==> src/rtl/motoro3_pwm_generator_if.sv <==
// Bridge-enable / step-counter bundle into the PWM chopper and the registered pwm back out.
// master drives the step-decoder side, slave is the chopper.
interface motoro3_pwm_generator_if;
  logic        aE;
  logic        bE;
  logic        cE;
  logic [24:0] m3cnt;
  logic        m3cntLast1;
  logic        pwm;

  modport master (output aE, bE, cE, m3cnt, m3cntLast1, input pwm);
  modport slave  (input aE, bE, cE, m3cnt, m3cntLast1, output pwm);
endinterface

==> src/rtl/motoro3_pwm_generator.sv <==
// PWM chopper for the 3-phase bridge: free-running period counter gated by enable-change blanking and end-of-step guard.
// One falling-edge clk of latency to the flop-driven pwm; no backpressure, inputs are sampled every cycle.
module motoro3_pwm_generator #(
  parameter int unsigned PERIOD = 100,
  parameter int unsigned DUTY   = 50,
  parameter int unsigned DEAD   = 10,
  parameter int unsigned GUARD  = 2
) (
  input  logic                    clk,
  input  logic                    nRst,
  motoro3_pwm_generator_if.slave  pwm_if
);

  localparam logic [15:0] PCNT_MAX = 16'(PERIOD - 1);
  localparam logic [16:0] DUTY_W   = 17'(DUTY);
  localparam logic [15:0] DEAD_W   = 16'(DEAD);
  localparam logic [24:0] GUARD_W  = 25'(GUARD);

  logic [15:0] pcnt;
  logic [15:0] dead_cnt;
  logic [2:0]  en_prev;
  logic [2:0]  en_now;
  logic        duty_hit;
  logic        pwm_next;
  logic        pwm_q;

  assign en_now = {pwm_if.aE, pwm_if.bE, pwm_if.cE};

  // pcnt < DUTY written as pcnt+1 <= DUTY so DUTY = 0 does not fold to a constant compare
  assign duty_hit = (({1'b0, pcnt} + 17'd1) <= DUTY_W);

  always_comb begin
    pwm_next = 1'b0;
    if ((en_now != 3'b000) && duty_hit && (dead_cnt == 16'd0) &&
        !pwm_if.m3cntLast1 && (pwm_if.m3cnt > GUARD_W)) begin
      pwm_next = 1'b1;
    end
  end

  always_ff @(negedge clk or posedge nRst) begin
    if (nRst) begin
      pcnt     <= 16'd0;
      dead_cnt <= 16'd0;
      en_prev  <= 3'b000;
      pwm_q    <= 1'b0;
    end else begin
      pcnt    <= (pcnt >= PCNT_MAX) ? 16'd0 : pcnt + 16'd1;
      en_prev <= en_now;
      pwm_q   <= pwm_next;
      // any enable change, including one during blanking, restarts the blanking window
      if (en_now != en_prev) begin
        dead_cnt <= DEAD_W;
      end else if (dead_cnt != 16'd0) begin
        dead_cnt <= dead_cnt - 16'd1;
      end
    end
  end

  assign pwm_if.pwm = pwm_q;

endmodule

==> src/flat_wrapper.sv <==
// flat-port wrapper written by rule: the top's interface ports become plain ports
module motoro3_pwm_generator_flat 
#(
  parameter int unsigned PERIOD = 100,
  parameter int unsigned DUTY   = 50,
  parameter int unsigned DEAD   = 10,
  parameter int unsigned GUARD  = 2
)
  (clk, nRst, pwm_if_aE, pwm_if_bE, pwm_if_cE, pwm_if_m3cnt, pwm_if_m3cntLast1, pwm_if_pwm);
  motoro3_pwm_generator_if pwm_if_i ();
  input  logic clk;
  input  logic nRst;
  input wire logic [$bits(pwm_if_i.aE)-1:0] pwm_if_aE;
  input wire logic [$bits(pwm_if_i.bE)-1:0] pwm_if_bE;
  input wire logic [$bits(pwm_if_i.cE)-1:0] pwm_if_cE;
  input wire logic [$bits(pwm_if_i.m3cnt)-1:0] pwm_if_m3cnt;
  input wire logic [$bits(pwm_if_i.m3cntLast1)-1:0] pwm_if_m3cntLast1;
  output wire logic [$bits(pwm_if_i.pwm)-1:0] pwm_if_pwm;
  assign pwm_if_i.aE = pwm_if_aE;
  assign pwm_if_i.bE = pwm_if_bE;
  assign pwm_if_i.cE = pwm_if_cE;
  assign pwm_if_i.m3cnt = pwm_if_m3cnt;
  assign pwm_if_i.m3cntLast1 = pwm_if_m3cntLast1;
  assign pwm_if_pwm = pwm_if_i.pwm;
  motoro3_pwm_generator #(.PERIOD(PERIOD), .DUTY(DUTY), .DEAD(DEAD), .GUARD(GUARD)) u_core (.clk(clk), .nRst(nRst), .pwm_if(pwm_if_i));
endmodule
==> config.mk <==
export PLATFORM = sky130hd
export DESIGN_NAME = motoro3_pwm_generator_flat
export DESIGN_NICKNAME = d
export VERILOG_FILES = /design/src/rtl/motoro3_pwm_generator_if.sv /design/src/rtl/motoro3_pwm_generator.sv /design/src/flat_wrapper.sv
export SDC_FILE = /design/constraint.sdc
export NUM_CORES = 1
export LEC_CHECK = 0
export CORE_MARGIN = 4
export CORE_UTILIZATION = 30
export CTS_CLUSTER_DIAMETER = 50
export DETAILED_ROUTE_END_ITERATION = 6
export GPL_TIMING_DRIVEN = 0
export PLACE_DENSITY = 0.55
export RECOVER_POWER = 50
export SYNTH_ARGS = -nofsm -noshare
export SYNTH_HDL_FRONTEND = slang
export SYNTH_SLANG_ARGS = --single-unit
==> constraint.sdc <==
create_clock -name clk -period 3.6 [get_ports clk]
set_input_delay 0.36 -clock clk [delete_from_list [all_inputs] [get_ports clk]]
set_output_delay 0.36 -clock clk [all_outputs]
set_load 0.02 [all_outputs]
==> results.rst <==
.. list-table::
   :header-rows: 1

   * - Metric
     - Value
   * - Headroom to the max-slew limit
     - 50.6%
   * - Total routing resource utilization after global routing
     - 11.0%
   * - Setup slack at placement
     - -0.167 ns
   * - Top Ports
     - 32
   * - Largest vdd supply drop
     - 0.181 mV
   * - Endpoint with the worst hold slack
     - u_core.pcnt[0]
   * - Count of final hold-check violations
     - 0
   * - Startpoint of the worst-slack reg-to-reg timing path
     - u_core.pcnt[0]
   * - Sinks on the clock net
     - 36
   * - Crit path max fanout
     - 1
   * - Die width
     - 89.4 um
   * - Number of violations reported at the end of detailed-routing iteration 0
     - 76
   * - Critical path startpoint category
     - flip-flop
   * - Cells on worst reg2reg path
     - 7
   * - Clock network fraction of total power
     - 41.2%
   * - Area Growth Syn to Fin
     - 27.4%
   * - Origin of the worst min-delay path
     - u_core.pcnt[0]
   * - Post-synthesis instance total
     - 208
   * - Setup WS post-layout
     - 0.170 ns
   * - Launching instance or port of the critical path
     - u_core.pwm_if.pwm
   * - Largest net degree at the start of global routing
     - 37
   * - TritonCTS clock tree
     - done
   * - Syn_area_per_cell
     - 9.56 um^2
   * - Utilization after layout
     - 39.7%
   * - Most common library cell in the layout ignoring fill and taps
     - sky130_fd_sc_hd__dfrtn_1
   * - Congestion Overflow GR
     - 0
   * - Transition at the pin with the smallest max-transition slack
     - 0.740 ns
   * - Slack of the worst reg-to-reg path
     - 1.27 ns
   * - Number of design rule violations left after detail routing
     - 0
   * - Count of filler cells inserted in the layout
     - 638
   * - Synth warnings
     - 0
   * - Final RePlAce weighted congestion
     - 0.800
   * - Area of the core region
     - 0.00639 mm^2
   * - Overall Power
     - 850 uW
   * - Mapped cell area
     - 0.00199 mm^2
   * - Number of buffers created by CTS
     - 5
   * - Run status
     - completed
   * - Fin nets
     - 288
   * - Number of antenna violations at the first check in global routing
     - 0
   * - Leading cell types in the layout, fill and taps excluded
     - sky130_fd_sc_hd__dfrtn_1 (36), sky130_fd_sc_hd__nor2_1 (34), sky130_fd_sc_hd__clkdlybuf4s50_1 (30)
   * - IO Port Bufs
     - 31
   * - Number of violations of the max-capacitance limit
     - 0
   * - Initial core utilization
     - 31.1%
   * - Share of power burned in registers
     - 50.1%
   * - Proportion of layout cells with a drive suffix above 1
     - 8.63%
   * - Final-report max-slew violation count
     - 0
   * - Gate family responsible for the most delay along the worst path
     - buffers and inverters
   * - Switching power
     - 184 uW
   * - Hold buffers post-CTS
     - 0
   * - Post-CTS clock slew at the launch and capture registers of the worst setup and hold paths
     - 0.05 ns
   * - Leakage Power
     - 1.01 nW
   * - Antenna Cells
     - 0
   * - Detailed Routing Iterations Pass 1
     - 4
   * - CP cell instances
     - clkdlybuf4s50_1
   * - Full die area
     - 0.00799 mm^2
   * - Critical path start-end classification
     - reg -> out
   * - Capture instance of the worst register-to-register path
     - u_core.pwm_if.pwm
   * - Worst Path Buf+Inv
     - 1
   * - Crit path largest cell delay
     - 0.59 ns
   * - Setup repair after global routing missed its margin
     - false
   * - Predominant post-synthesis flop cell
     - sky130_fd_sc_hd__dfrtn_1
   * - Via count of the first global-routing pass
     - 1,482
   * - Share of total power consumed by net switching
     - 21.7%
   * - Wire length of the first global-routing pass
     - 6.73 mm
   * - Maximum level of the CTS H-tree
     - 2
   * - Via count
     - 1,628
   * - Number of buffers added for setup after CTS
     - 0
   * - Critical path required time
     - 3.24 ns
   * - Power share of the combinational group
     - 8.8%
   * - WHS Path Cells
     - 1
   * - Total number of placement rows
     - 29
   * - Mean number of vias per cell
     - 4.90
   * - Pint
     - 666 uW
   * - Fraction of the yosys area taken by sequential cells
     - 45.3%
   * - Fraction of registers with async set or reset after synthesis
     - 100%
   * - Root buffer cell
     - sky130_fd_sc_hd__clkbuf_8
   * - Maximum buffer depth of the clock tree
     - 2
   * - CP max-delay cell
     - sky130_fd_sc_hd__clkdlybuf4s50_1
   * - Post-synth EDFFs
     - 0
   * - Power per Cell Area
     - 336 mW/mm^2
   * - Antenna-violating nets left
     - 0
   * - Maximum clock skew at final layout
     - 0.00580 ns
   * - Detailed-placement wirelength estimate
     - 2.99 mm
   * - Post-detailed-route wirelength per cell
     - 12.5 um
   * - Crit path arrival time
     - 3.07 ns
   * - Number of gates resized after cts
     - 0
   * - Post-synth cell types
     - 45
   * - Die outline height
     - 89.4 um
   * - Element type at the critical path end
     - output pin
   * - Routed WL
     - 4.14 mm
   * - Flops & latches, synth
     - 36
   * - # setup viols final
     - 0
   * - Path class of the lowest-slack min-delay path
     - reg -> reg
   * - Worst-Skew Late Latency
     - 0.29 ns
==> area by class of cell <==
type	instances	area (um^2)	area share, %
Clock buffer	6	72.6	2.87
Buffer	6	28.8	1.14
Clock inverter	2	35.0	1.38
Tap cell	77	96.3	3.80
Sequential cell	36	901	35.6
Inverter	6	22.5	0.889
Multi-Input combinational cell	168	1070	42.1
Timing Repair Buffer	31	310	12.3
==> Yosys cell counts (all sizes together), types with 3 or more instances <==
cell type | n | share of area (%)
inv | 6 | 1.1
xor2 | 11 | 4.8
nor2 | 34 | 6.4
dfrtn | 36 | 45
o22ai | 3 | 0.94
nand3b | 5 | 1.9
nor3 | 11 | 2.8
ha | 3 | 1.9
xnor2 | 11 | 4.8
o21ai | 5 | 1.3
nor3b | 3 | 1.7
nand4 | 4 | 1.9
a21oi | 4 | 1.0
nor4 | 11 | 4.1
nand3 | 8 | 2.0
nand2 | 17 | 3.2
buf | 5 | 1.3
==> routing by layer <==
metal	track usage (%)	share of wire, %	vias up
li1	-	-	821
met2	16.9	42	54
met5	0	0	-
met4	4.33	1.5	0
met1	14.0	47	747
met3	4.06	9.0	6
==> registers in the layout (all words and copies together), names as in the netlist <==
name / count
u_core.pwm_if.pwm: 1
u_core.dead_cnt: 16
u_core.pcnt: 16
u_core.en_prev: 3
==> through the flow <==
stage | setup TNS, ns | cells | hold slack (ns) | cell area [um^2]
final | 0 | 332 | 0.468 | 2530
after floorplan | 0 | 216 | 0.432 | 2020
after detailed placement | -1.28 | 324 | 0.472 | 2420
after global placement | -6.03 | 324 | 0.468 | 2420
after CTS | 0 | 332 | 0.477 | 2530
after global routing | 0 | 332 | 0.499 | 2530
==> kinds of logic (layout without fill, tap and decap cells) <==
kind of cell               after synthesis  after routing  share of synthesized area [%]
AOI/OAI and AO/OA                       23             23                           7.74
muxes                                    1              1                          0.566
xor gates and xnor gates                22             22                           9.69
DFF                                     36             36                           45.3
buffers and inverters                   12             51                           2.58
adders and majority gates                3              3                           1.89
and+or+nand+nor                        110            110                           32.0
other                                    1              9                          0.189
==> power groups by stage <==
stage	registers (mW)	logic, mW	clock network (mW)
floorplan	0.431	0.0345	0
global placement	0.433	0.0755	0
detailed placement	0.433	0.0761	0
CTS	0.426	0.0768	0.361
global route	0.427	0.0841	0.381
finish	0.426	0.0745	0.350
==> how the worst max path moves through the flow <==
stage	end	cells after the start
after floorplan	u_core.pwm_if.pwm	6
after global placement	u_core.pwm_if.pwm	7
after detailed placement	u_core.pwm_if.pwm	7
after CTS	u_core.pwm_if.pwm	7
after global routing	u_core.dead_cnt[0]	5
final	pwm_if_pwm	1
No activity file was read; power rests on OpenSTA's default activity.
